==> src/rtl/operand_sel_mux.sv <==
// Registered N:1 operand-select mux with valid/ready handshake and a 2-entry skid buffer.
// Optional macro OPERAND_SEL_RANGE_CHK_EN adds a sticky sel_err output for out-of-range selects.
module operand_sel_mux #(
    parameter int WIDTH  = 16,
    parameter int NUM_IN = 4,
    parameter int SEL_W  = $clog2(NUM_IN)
) (
    input  logic                    clk,
    input  logic                    rst_n,
    input  logic [NUM_IN*WIDTH-1:0] in_bus,
    input  logic [SEL_W-1:0]        sel,
    input  logic                    in_valid,
    output logic                    in_ready,
    output logic [WIDTH-1:0]        out_data,
    output logic [SEL_W-1:0]        out_sel,
    output logic                    out_valid,
    input  logic                    out_ready,
    output logic [15:0]             xfer_cnt
`ifdef OPERAND_SEL_RANGE_CHK_EN
    ,
    output logic                    sel_err
`endif
);

    // State bits double as {skid_valid, out_valid}, so both are straight register outputs.
    typedef enum logic [1:0] {
        EMPTY = 2'b00,
        HALF  = 2'b01,
        FULL  = 2'b11
    } state_t;

    state_t             state;
    logic               skid_valid;
    logic [WIDTH-1:0]   skid_data;
    logic [SEL_W-1:0]   skid_sel;
    logic [WIDTH-1:0]   capt_data;
    logic               accept;
    logic               xfer;

    assign out_valid  = state[0];
    assign skid_valid = state[1];
    assign in_ready   = ~skid_valid;
    assign accept     = in_valid & in_ready;
    assign xfer       = out_valid & out_ready;

    // Select values with no matching input fall through to all-zero data.
    always_comb begin
        capt_data = '0;
        for (int k = 0; k < NUM_IN; k++) begin
            if (sel == SEL_W'(k)) begin
                capt_data = in_bus[k*WIDTH +: WIDTH];
            end
        end
    end

    always_ff @(posedge clk or negedge rst_n) begin
        if (!rst_n) begin
            state     <= EMPTY;
            out_data  <= '0;
            out_sel   <= '0;
            skid_data <= '0;
            skid_sel  <= '0;
        end else begin
            case (state)
                EMPTY: begin
                    if (accept) begin
                        out_data <= capt_data;
                        out_sel  <= sel;
                        state    <= HALF;
                    end
                end
                HALF: begin
                    if (accept && xfer) begin
                        out_data <= capt_data;
                        out_sel  <= sel;
                    end else if (accept) begin
                        skid_data <= capt_data;
                        skid_sel  <= sel;
                        state     <= FULL;
                    end else if (xfer) begin
                        state <= EMPTY;
                    end
                end
                FULL: begin
                    if (xfer) begin
                        out_data <= skid_data;
                        out_sel  <= skid_sel;
                        state    <= HALF;
                    end
                end
                default: state <= EMPTY;
            endcase
        end
    end

    always_ff @(posedge clk or negedge rst_n) begin
        if (!rst_n) begin
            xfer_cnt <= '0;
        end else if (xfer) begin
            xfer_cnt <= xfer_cnt + 16'd1;
        end
    end

`ifdef OPERAND_SEL_RANGE_CHK_EN
    logic sel_in_range;

    always_comb begin
        sel_in_range = 1'b0;
        for (int k = 0; k < NUM_IN; k++) begin
            if (sel == SEL_W'(k)) begin
                sel_in_range = 1'b1;
            end
        end
    end

    always_ff @(posedge clk or negedge rst_n) begin
        if (!rst_n) begin
            sel_err <= 1'b0;
        end else if (accept && !sel_in_range) begin
            sel_err <= 1'b1;
        end
    end
`endif

endmodule

==> config.mk <==
export PLATFORM = sky130hd
export DESIGN_NAME = operand_sel_mux
export DESIGN_NICKNAME = d
export VERILOG_FILES = /design/src/rtl/operand_sel_mux.sv
export SDC_FILE = /design/constraint.sdc
export NUM_CORES = 1
export LEC_CHECK = 0
export BUFFER_PORTS_ARGS = -buffer_cell sky130_fd_sc_hd__buf_4
export CORE_MARGIN = 1.5
export CORE_UTILIZATION = 51
export CTS_BUF_LIST = sky130_fd_sc_hd__clkbuf_4 sky130_fd_sc_hd__clkbuf_8
export CTS_CLUSTER_DIAMETER = 200
export DETAILED_ROUTE_END_ITERATION = 7
export PLACE_DENSITY = 0.82
export SLEW_MARGIN = 0
export SYNTH_ARGS = -nofsm -noshare
export SYNTH_HDL_FRONTEND = slang
export SYNTH_SLANG_ARGS = --single-unit
export TNS_END_PERCENT = 20
==> constraint.sdc <==
create_clock -name clk -period 2.45 [get_ports clk]
set_input_delay 0.245 -clock clk [delete_from_list [all_inputs] [get_ports clk]]
set_output_delay 0.245 -clock clk [all_outputs]
set_load 0.01 [all_outputs]
Word-level counts from Yosys, hierarchy flattened
Index checks and enable logic that the tools add are counted.
{"block": "totals", "ff_bits": 54, "word_cells": 46, "inputBits": 70, "out_inout_bits": 36}
{"block": "classes", "eq_ne": 10, "add_sub_neg": 1, "n_reduce_logical": 7, "bitwise_logic": 4, "mux": 18}
{"cell": "16-bit 2-to-1 mux", "count": 7}
{"cell": "16-bit one-hot mux with 3 select lines", "count": 1}
{"cell": "16-bit by 1-bit adder with 16-bit output (second input constant)", "count": 1}
{"cell": "2-bit 2-to-1 mux", "count": 8}
{"cell": "2-bit one-hot mux with 3 select lines", "count": 2}
{"cell": "2-bit != test (second input constant)", "count": 4}
{"cell": "4-bit AND reduction", "count": 2}
{"cell": "2-bit == test (second input constant)", "count": 3}
{"cell": "2-bit by 1-bit == test with 1-bit output (second input constant)", "count": 2}
{"cell": "2-bit logical NOT", "count": 2}
{"cell": "3-bit != test (second input constant)", "count": 1}
{"cell": "3-bit AND reduction", "count": 1}
{"cell": "3-bit nonzero test", "count": 1}
{"cell": "1-bit bitwise AND", "count": 2}
{"cell": "1-bit inverter", "count": 2}
{"cell": "1-bit logical AND", "count": 1}

Logic depth before layout (Yosys ltp)
Gate-level depths: netlist (run 1).
{"block": "depth", "ltp_word": 7, "ltp_mapped": 7, "mapped_depth_nobuf": 6}

Least setup slack after synthesis (run 1)
No wires, ideal clock.
{"block": "synth_path", "path_kind": "reg2reg", "start": "reg state[0]", "end": "reg out_data[11]", "t_required_ns": 2.377, "t_arrival_ns": 1.799, "path_stages_with_launch": 8, "synth_period_minus_slack_ns": 1.872, "n_path_buf": 1, "setup_slack_ns": 0.578, "setup_ns": 0.073, "cell_sequence": "dfrtp_1 inv_1 ha_1 or2_4 a221oi_4 buf_6 nor2_2 a21oi_2"}
{"block": "synth_between", "elab_chain_len": 4, "word_cells_on_any_way": 11, "classes_between": "eq/ne: 5; mux: 1; bitwise: 1; reduce/logical: 4"}
{"item": "start: declaration", "line_no": "32", "source": "state_t state;"}
{"item": "start signal: assignment", "line_no": "58", "source": "state <= EMPTY;"}
{"item": "start signal: assignment", "line_no": "69", "source": "state <= HALF;"}
{"item": "start signal: assignment", "line_no": "79", "source": "state <= FULL;"}
{"item": "1-bit bitwise AND", "line_no": "44", "source": "assign xfer = out_valid & out_ready;"}
{"item": "1-bit logical AND", "line_no": "73", "source": "if (accept && xfer) begin"}
{"item": "2-bit != test (no source line)"}
{"item": "4-bit AND reduction (no source line)"}
{"item": "end signal: assignment", "line_no": "67", "source": "out_data <= capt_data;"}
{"item": "end signal: assignment", "line_no": "74", "source": "out_data <= capt_data;"}
{"item": "end signal: assignment", "line_no": "86", "source": "out_data <= skid_data;"}
{"item": "end: declaration", "line_no": "14", "source": "output logic [WIDTH-1:0] out_data,"}
Parallel ways exist; a longest one is shown, timed or not.
A chain may end at the register's enable or synchronous reset.

Worst setup path in the final report (run 1)
{"block": "layout_path", "start": "reg state[1]", "end": "reg skid_data[15]"}
{"block": "layout_between", "elab_chain_len": 5, "word_cells_on_any_way": 6, "classes_between": "eq/ne: 1; bitwise: 3; reduce/logical: 2"}
{"item": "1-bit inverter", "line_no": "42", "source": "assign in_ready = ~skid_valid;"}
{"item": "1-bit bitwise AND", "line_no": "43", "source": "assign accept = in_valid & in_ready;"}
{"item": "1-bit logical AND", "line_no": "73"}
{"item": "1-bit inverter (no source line)"}
{"item": "3-bit AND reduction (no source line) *"}
{"item": "end signal: assignment", "line_no": "77", "source": "skid_data <= capt_data;"}
{"item": "end: declaration", "line_no": "34", "source": "logic [WIDTH-1:0] skid_data;"}
Every way passes the cells marked *; elsewhere a longest branch is shown, timed or not.

==> run metrics, run 1 <==
Setup violations, final 0; Initial Utilization 52.7%; Routed wire per std cell 14.4 um; synth unique cells 34; status finished, final reports clean; Final Core Density 69.6%; ys async rst share 100%; vias 2130; slowest CP cell nand4_2; CTS tree built; Post-synth EDFFs 0; Worst setup endpoint skid_data[15]; RSZ-0062 raised after global routing no; Mapped Cells 219; GRT Residual Overflow 0; Clock Skew 0.00781 ns; compound-gate portion of the synthesized area 7.03%; # clock sinks 54; Post-DRT Antenna Nets 0; RR Endpoint skid_data[15]; final net count 399; setup_tns 0 ns; largest family of logic cells by synthesized area multiplexers; HP Class primary input to register; Clock Latency Late Sink 0.30 ns; Synth area leader dfrtp_1; reg2reg start state[1]; Leak 1.75 nW; vias in the first global route 2125; core area 5470 um^2; adder-cell share of the synthesized area 2.17%; R2R cell count 4; cell family with most CP delay simple AND/OR/NAND/NOR gates; Port Buffers 105; Synth Flop Type dfrtp_1; final slew viol count 0; Net Count, Synth 294; GRT Total Usage 19.4%; area share of xor/xnor cells in the synthesized design 4.86%; Fmax 0.494 GHz; worst setup path start state[1]; global placement routability congestion 0.773; R2R setup slack 0.42 ns; Placed Cells 388; clk slew on worst S/H paths 0.09 ns; crit start category register; DR pass1 iterations 4; CTS H-tree lvls 2; main area contributors after synthesis dfrtp_1 (47%), mux2_2 (7.4%), mux4_1 (7.3%), mux2i_1 (6.3%), mux4_2 (6.3%); fin crit share 82.7%; crit path buf inv count 1; Worst path depth 4; Synth Cell Area 2880 um^2; first-pass GRT wire length 9430 um; #FFs+latches synth 54; Worst Path Max Fanout 18; Worst Path Required 2.63 ns; initial DRC count 66; Pwr per Cell Area 1010 nW/um^2; die height 78.2 um; Crit. End Element register; Post-CTS Resized 0; Yosys warnings 0; Clk Tree Root Cell clkbuf_8; Period minus WS final 2.03 ns; initial antenna violation count 0; hold slack final 0.305 ns; detailed placer's ending HPWL 4330 um; Worst-Margin Slew 0.671 ns; Synth top area share 46.9%; Worst VDD drop 525 uV; CP Data Arrival Time 2.21 ns; simple logic cell fraction of the synthesized area 8.33%; Row Count 27; P&R area growth vs syn 32.2%; CP Cell Sequence inv_1, ha_1, nand4_2, mux2_2; syn avg cell area 13.2 um^2; Hold Violations, Final 0; area of the die 6110 um^2; layout cells sized above 1 49.5%; clock tree buffer depth 2; drt via density 5.37; final cell count without fillers 397; Max Cap Violations 0; Rel. slew slack 55.3%; Setup Buffers After CTS 0; Setup CP Type register to register; mux share of post-synthesis cell area 27.2%; Die Wd 78.2 um; most common cell after layout, fill and taps aside buf_4; pin count of the biggest net entering global routing 55; ant diodes 0; I/O pins 106; residual DRC count 0; CP max stage delay 0.53 ns; clock buffer count from CTS 5; sequential share of the synthesized area 46.9%; most frequent cells in the layout buf_4 (106), dfrtp_1 (54), nor2_1 (21); drt total wl 5710 um
==> through the flow <==
step | power, mW | worst slack, ns | cell area (um^2)
final | 3.86 | 0.425 | 3810
after global routing | 4.15 | 0.304 | 3810
after CTS | 3.91 | 0.427 | 3810
after detailed placement | 3.40 | 0.443 | 3710
after global placement | 3.33 | 0.528 | 3710
after floorplan | 2.76 | 0.578 | 2880
==> layout make-up <==
class | count | area (um^2)
tap | 72 | 90.1
clock inverter | 2 | 12.5
timing repair buffer | 108 | 826
sequential | 54 | 1350
fill | 433 | 1660
inverter | 5 | 18.8
clock buffer | 6 | 82.6
multi-input combinational | 150 | 1430
==> metal layers <==
| layer | track usage [%] | part of all wire (%) | vias up |
|---|---|---|---|
| met2 | 34.6 | 53 | 73 |
| met5 | 0 | 0 | - |
| met4 | 6.43 | 1.3 | 0 |
| met1 | 24.1 | 41 | 1049 |
| met3 | 2.79 | 4.8 | 4 |
| li1 | - | - | 1004 |
==> cell usage after synthesis (2+ instances only) <==
cell type,instances
mux2_2,19
nand2_1,8
mux4_1,8
nor2_2,2
nand4_1,5
buf_2,2
mux4_2,8
mux2i_1,18
o21ai_0,2
nor3_1,2
ha_1,5
xor2_1,5
nand3_1,5
buf_6,5
dfrtp_1,54
a21oi_2,12
nor2_1,21
xnor2_1,11
inv_1,5
a21oi_1,8
==> how the worst min path moves through the flow <==
| stage | start | end | slack (ns) | cells after the start |
|---|---|---|---|---|
| 2_1_floorplan | rst_n | out_data[0] | -0.05 | 0 |
| 3_3_place_gp | rst_n | xfer_cnt[5] | 0.32 | 1 |
| 3_5_place_dp | rst_n | xfer_cnt[8] | 0.32 | 1 |
| 4_1_cts | out_ready | state[0] | 0.30 | 4 |
| 5_1_grt | in_valid | state[1] | 0.33 | 3 |
| 6_report | out_ready | state[0] | 0.30 | 4 |
==> repair_timing <==
| action | CTS | global route |
|---|---|---|
| setup endpoints to repair | 0 | 0 |
| endpoints found under the hold margin | 16 | 0 |
| hold buffers | 1 | 0 |
==> report_power, final <==
group	switching, mW	total (mW)	leakage, nW	internal [mW]
clock network	0.273	0.500	0.0472	0.228
registers	0.253	1.52	0.652	1.27
logic	0.874	1.84	1.05	0.962
==> logic make-up (layout without fill, tap and decap cells) <==
family	count (synthesis)	in the layout
AOI/OAI and AO/OA	26	26
adders and majority gates	5	5
muxes	53	53
and+or+nand+nor	50	50
xor gates and xnor gates	16	16
buffers and inverters	15	121
DFF	54	54
==> flip-flops by register name, summed over array words and instances (netlist names) <==
signal     cells
skid_data     16
xfer_cnt      16
skid_sel       2
state          2
out_sel        2
out_data      16
==> worst min-delay path, delay by kind of cell <==
| kind | cells | cell delay, ns |
|---|---|---|
| AND/OR/NAND/NOR | 1 | 0.07 |
| buffers and inverters | 1 | 0.10 |
| AO/OA/AOI/OAI | 1 | 0.08 |
| XOR/XNOR | 1 | 0.06 |
No activity file was read; power rests on OpenSTA's default activity.
==> inputs of run 2 (changes only) <==
==> constraint.sdc (replaced) <==
create_clock -name clk -period 1.9 [get_ports clk]
set_input_delay 0.19 -clock clk [delete_from_list [all_inputs] [get_ports clk]]
set_output_delay 0.19 -clock clk [all_outputs]
set_load 0.01 [all_outputs]
==> run metrics, run 2 (same netlist as run 1, synthesis figures left out) <==
HP Class primary input to register; setup_tns 0 ns; CP Data Arrival Time 2.01 ns; # clock sinks 54; detailed placer's ending HPWL 4380 um; DP Worst Slack 0.106 ns; Rel. slew slack 55.6%; Hold Path Origin in_valid; core area 5470 um^2; drt via density 5.25; GRT Total Usage 20.2%; RSZ-0062 raised after global routing no; vias 2106; crit start category register; Setup violations, final 0; Crit. End Element register; clk slew on worst S/H paths 0.09 ns; P&R area growth vs syn 33.4%; ant diodes 0; total power 5.05 mW; clock buffer count from CTS 5; Worst Path Max Fanout 36; initial antenna violation count 0; CTS H-tree lvls 2; DR pass1 iterations 4; Final Core Density 70.3%; area of the die 6110 um^2; vias in the first global route 2112; most frequent cells in the layout buf_4 (110), dfrtp_1 (54), nor2_1 (21); Pwr per Cell Area 1310 nW/um^2; status finished, final reports clean; Row Count 27; Port Buffers 105; Leak 1.77 nW; pin count of the biggest net entering global routing 55; I/O pins 106; Top Layer Used met4; initial DRC count 72; Largest regs out_data x16, skid_data x16, xfer_cnt x16; fin crit share 93.6%; final net count 403; Clock Latency Late Sink 0.30 ns; Setup CP Type register to register; GRT Residual Overflow 0; DR WL met3 323 um; Fmax 0.562 GHz; layout cells sized above 1 50.8%; M1 WL 2390 um; Max Cap Violations 0; Area after DPL 3740 um^2; Hold Violations, Final 0; final worst slack 0.121 ns; Period minus WS final 1.78 ns; most common cell after layout, fill and taps aside buf_4; first-pass GRT wire length 9550 um; final instance area 3850 um^2; Routed met2 length 3020 um; reg2reg start state[0]; CTS tree built; die height 78.2 um; clock tree buffer depth 2; Routed wire per std cell 14.5 um; drt total wl 5810 um; Worst Path Required 2.14 ns; Clock Skew 0.00531 ns; residual DRC count 0; final slew viol count 0; Clk Tree Root Cell clkbuf_8; Setup Buffers After CTS 0; Worst VDD drop 814 uV; Post-DRT Antenna Nets 0; global placement routability congestion 0.805; Worst-Margin Slew 0.666 ns; Initial Utilization 52.7%; Die Wd 78.2 um; worst setup path start state[0]
==> run 2: changes by cell type in the layout (fill, tap and decap cells not counted), sizes merged <==
cell	delta
buf	+4
clkbuf	+1
clkinvlp	-1
==> run 2: worst paths after layout <==
path | to | slack (ns) | cells after the start
min reg2reg | xfer_cnt[15] | 0.48 | 1
max reg2reg | out_data[15] | 0.12 | 7
min | state[1] | 0.22 | 3
max | out_data[15] | 0.12 | 7
min in group asynchronous | xfer_cnt[4] | 0.46 | 2
max in group asynchronous | skid_data[13] | 1.00 | 2
==> run 2: layout make-up <==
type	count	area, um^2
inverters	5	18.8
flip-flops and latches	54	1350
clock inverters	1	5.00
repair buffers	112	856
clock buffers	7	90.1
multi-input cells	150	1440
fillers	417	1630
well taps	72	90.1
==> run 2: worst max-delay path, cell delays in order (launching register included) <==
cell	delay [ns]
dfrtp_1	0.41
inv_1	0.09
ha_1	0.22
or2_4	0.26
a221oi_4	0.30
buf_12	0.24
nor2_1	0.07
a21oi_1	0.11
==> run 2: stage by stage <==
stage | hold slack (ns) | cells
6_report | 0.223 | 401
5_1_grt | 0.225 | 401
4_1_cts | 0.210 | 401
3_5_place_dp | 0.270 | 392
3_3_place_gp | 0.273 | 392
2_1_floorplan | -0.106 | 219
==> run 2: repair_timing <==
action                     CTS  global route
hold endpoints to repair    54             0
setup endpoints to repair    0             2
gates resized for setup      0             2
hold buffers                 1             0
==> run 2: metal layers <==
| layer | up-vias | global-route usage, % |
|---|---|---|
| li1 | 1018 | - |
| met1 | 1012 | 24.4 |
| met2 | 68 | 36.0 |
| met3 | 8 | 4.65 |
| met4 | 0 | 5.71 |
| met5 | - | 0 |
==> run 2: power by group <==
part,total (mW),switching [mW],internal [mW]
Clock,0.668,0.358,0.309
Sequential,1.96,0.316,1.64
Combinational,2.43,1.15,1.28
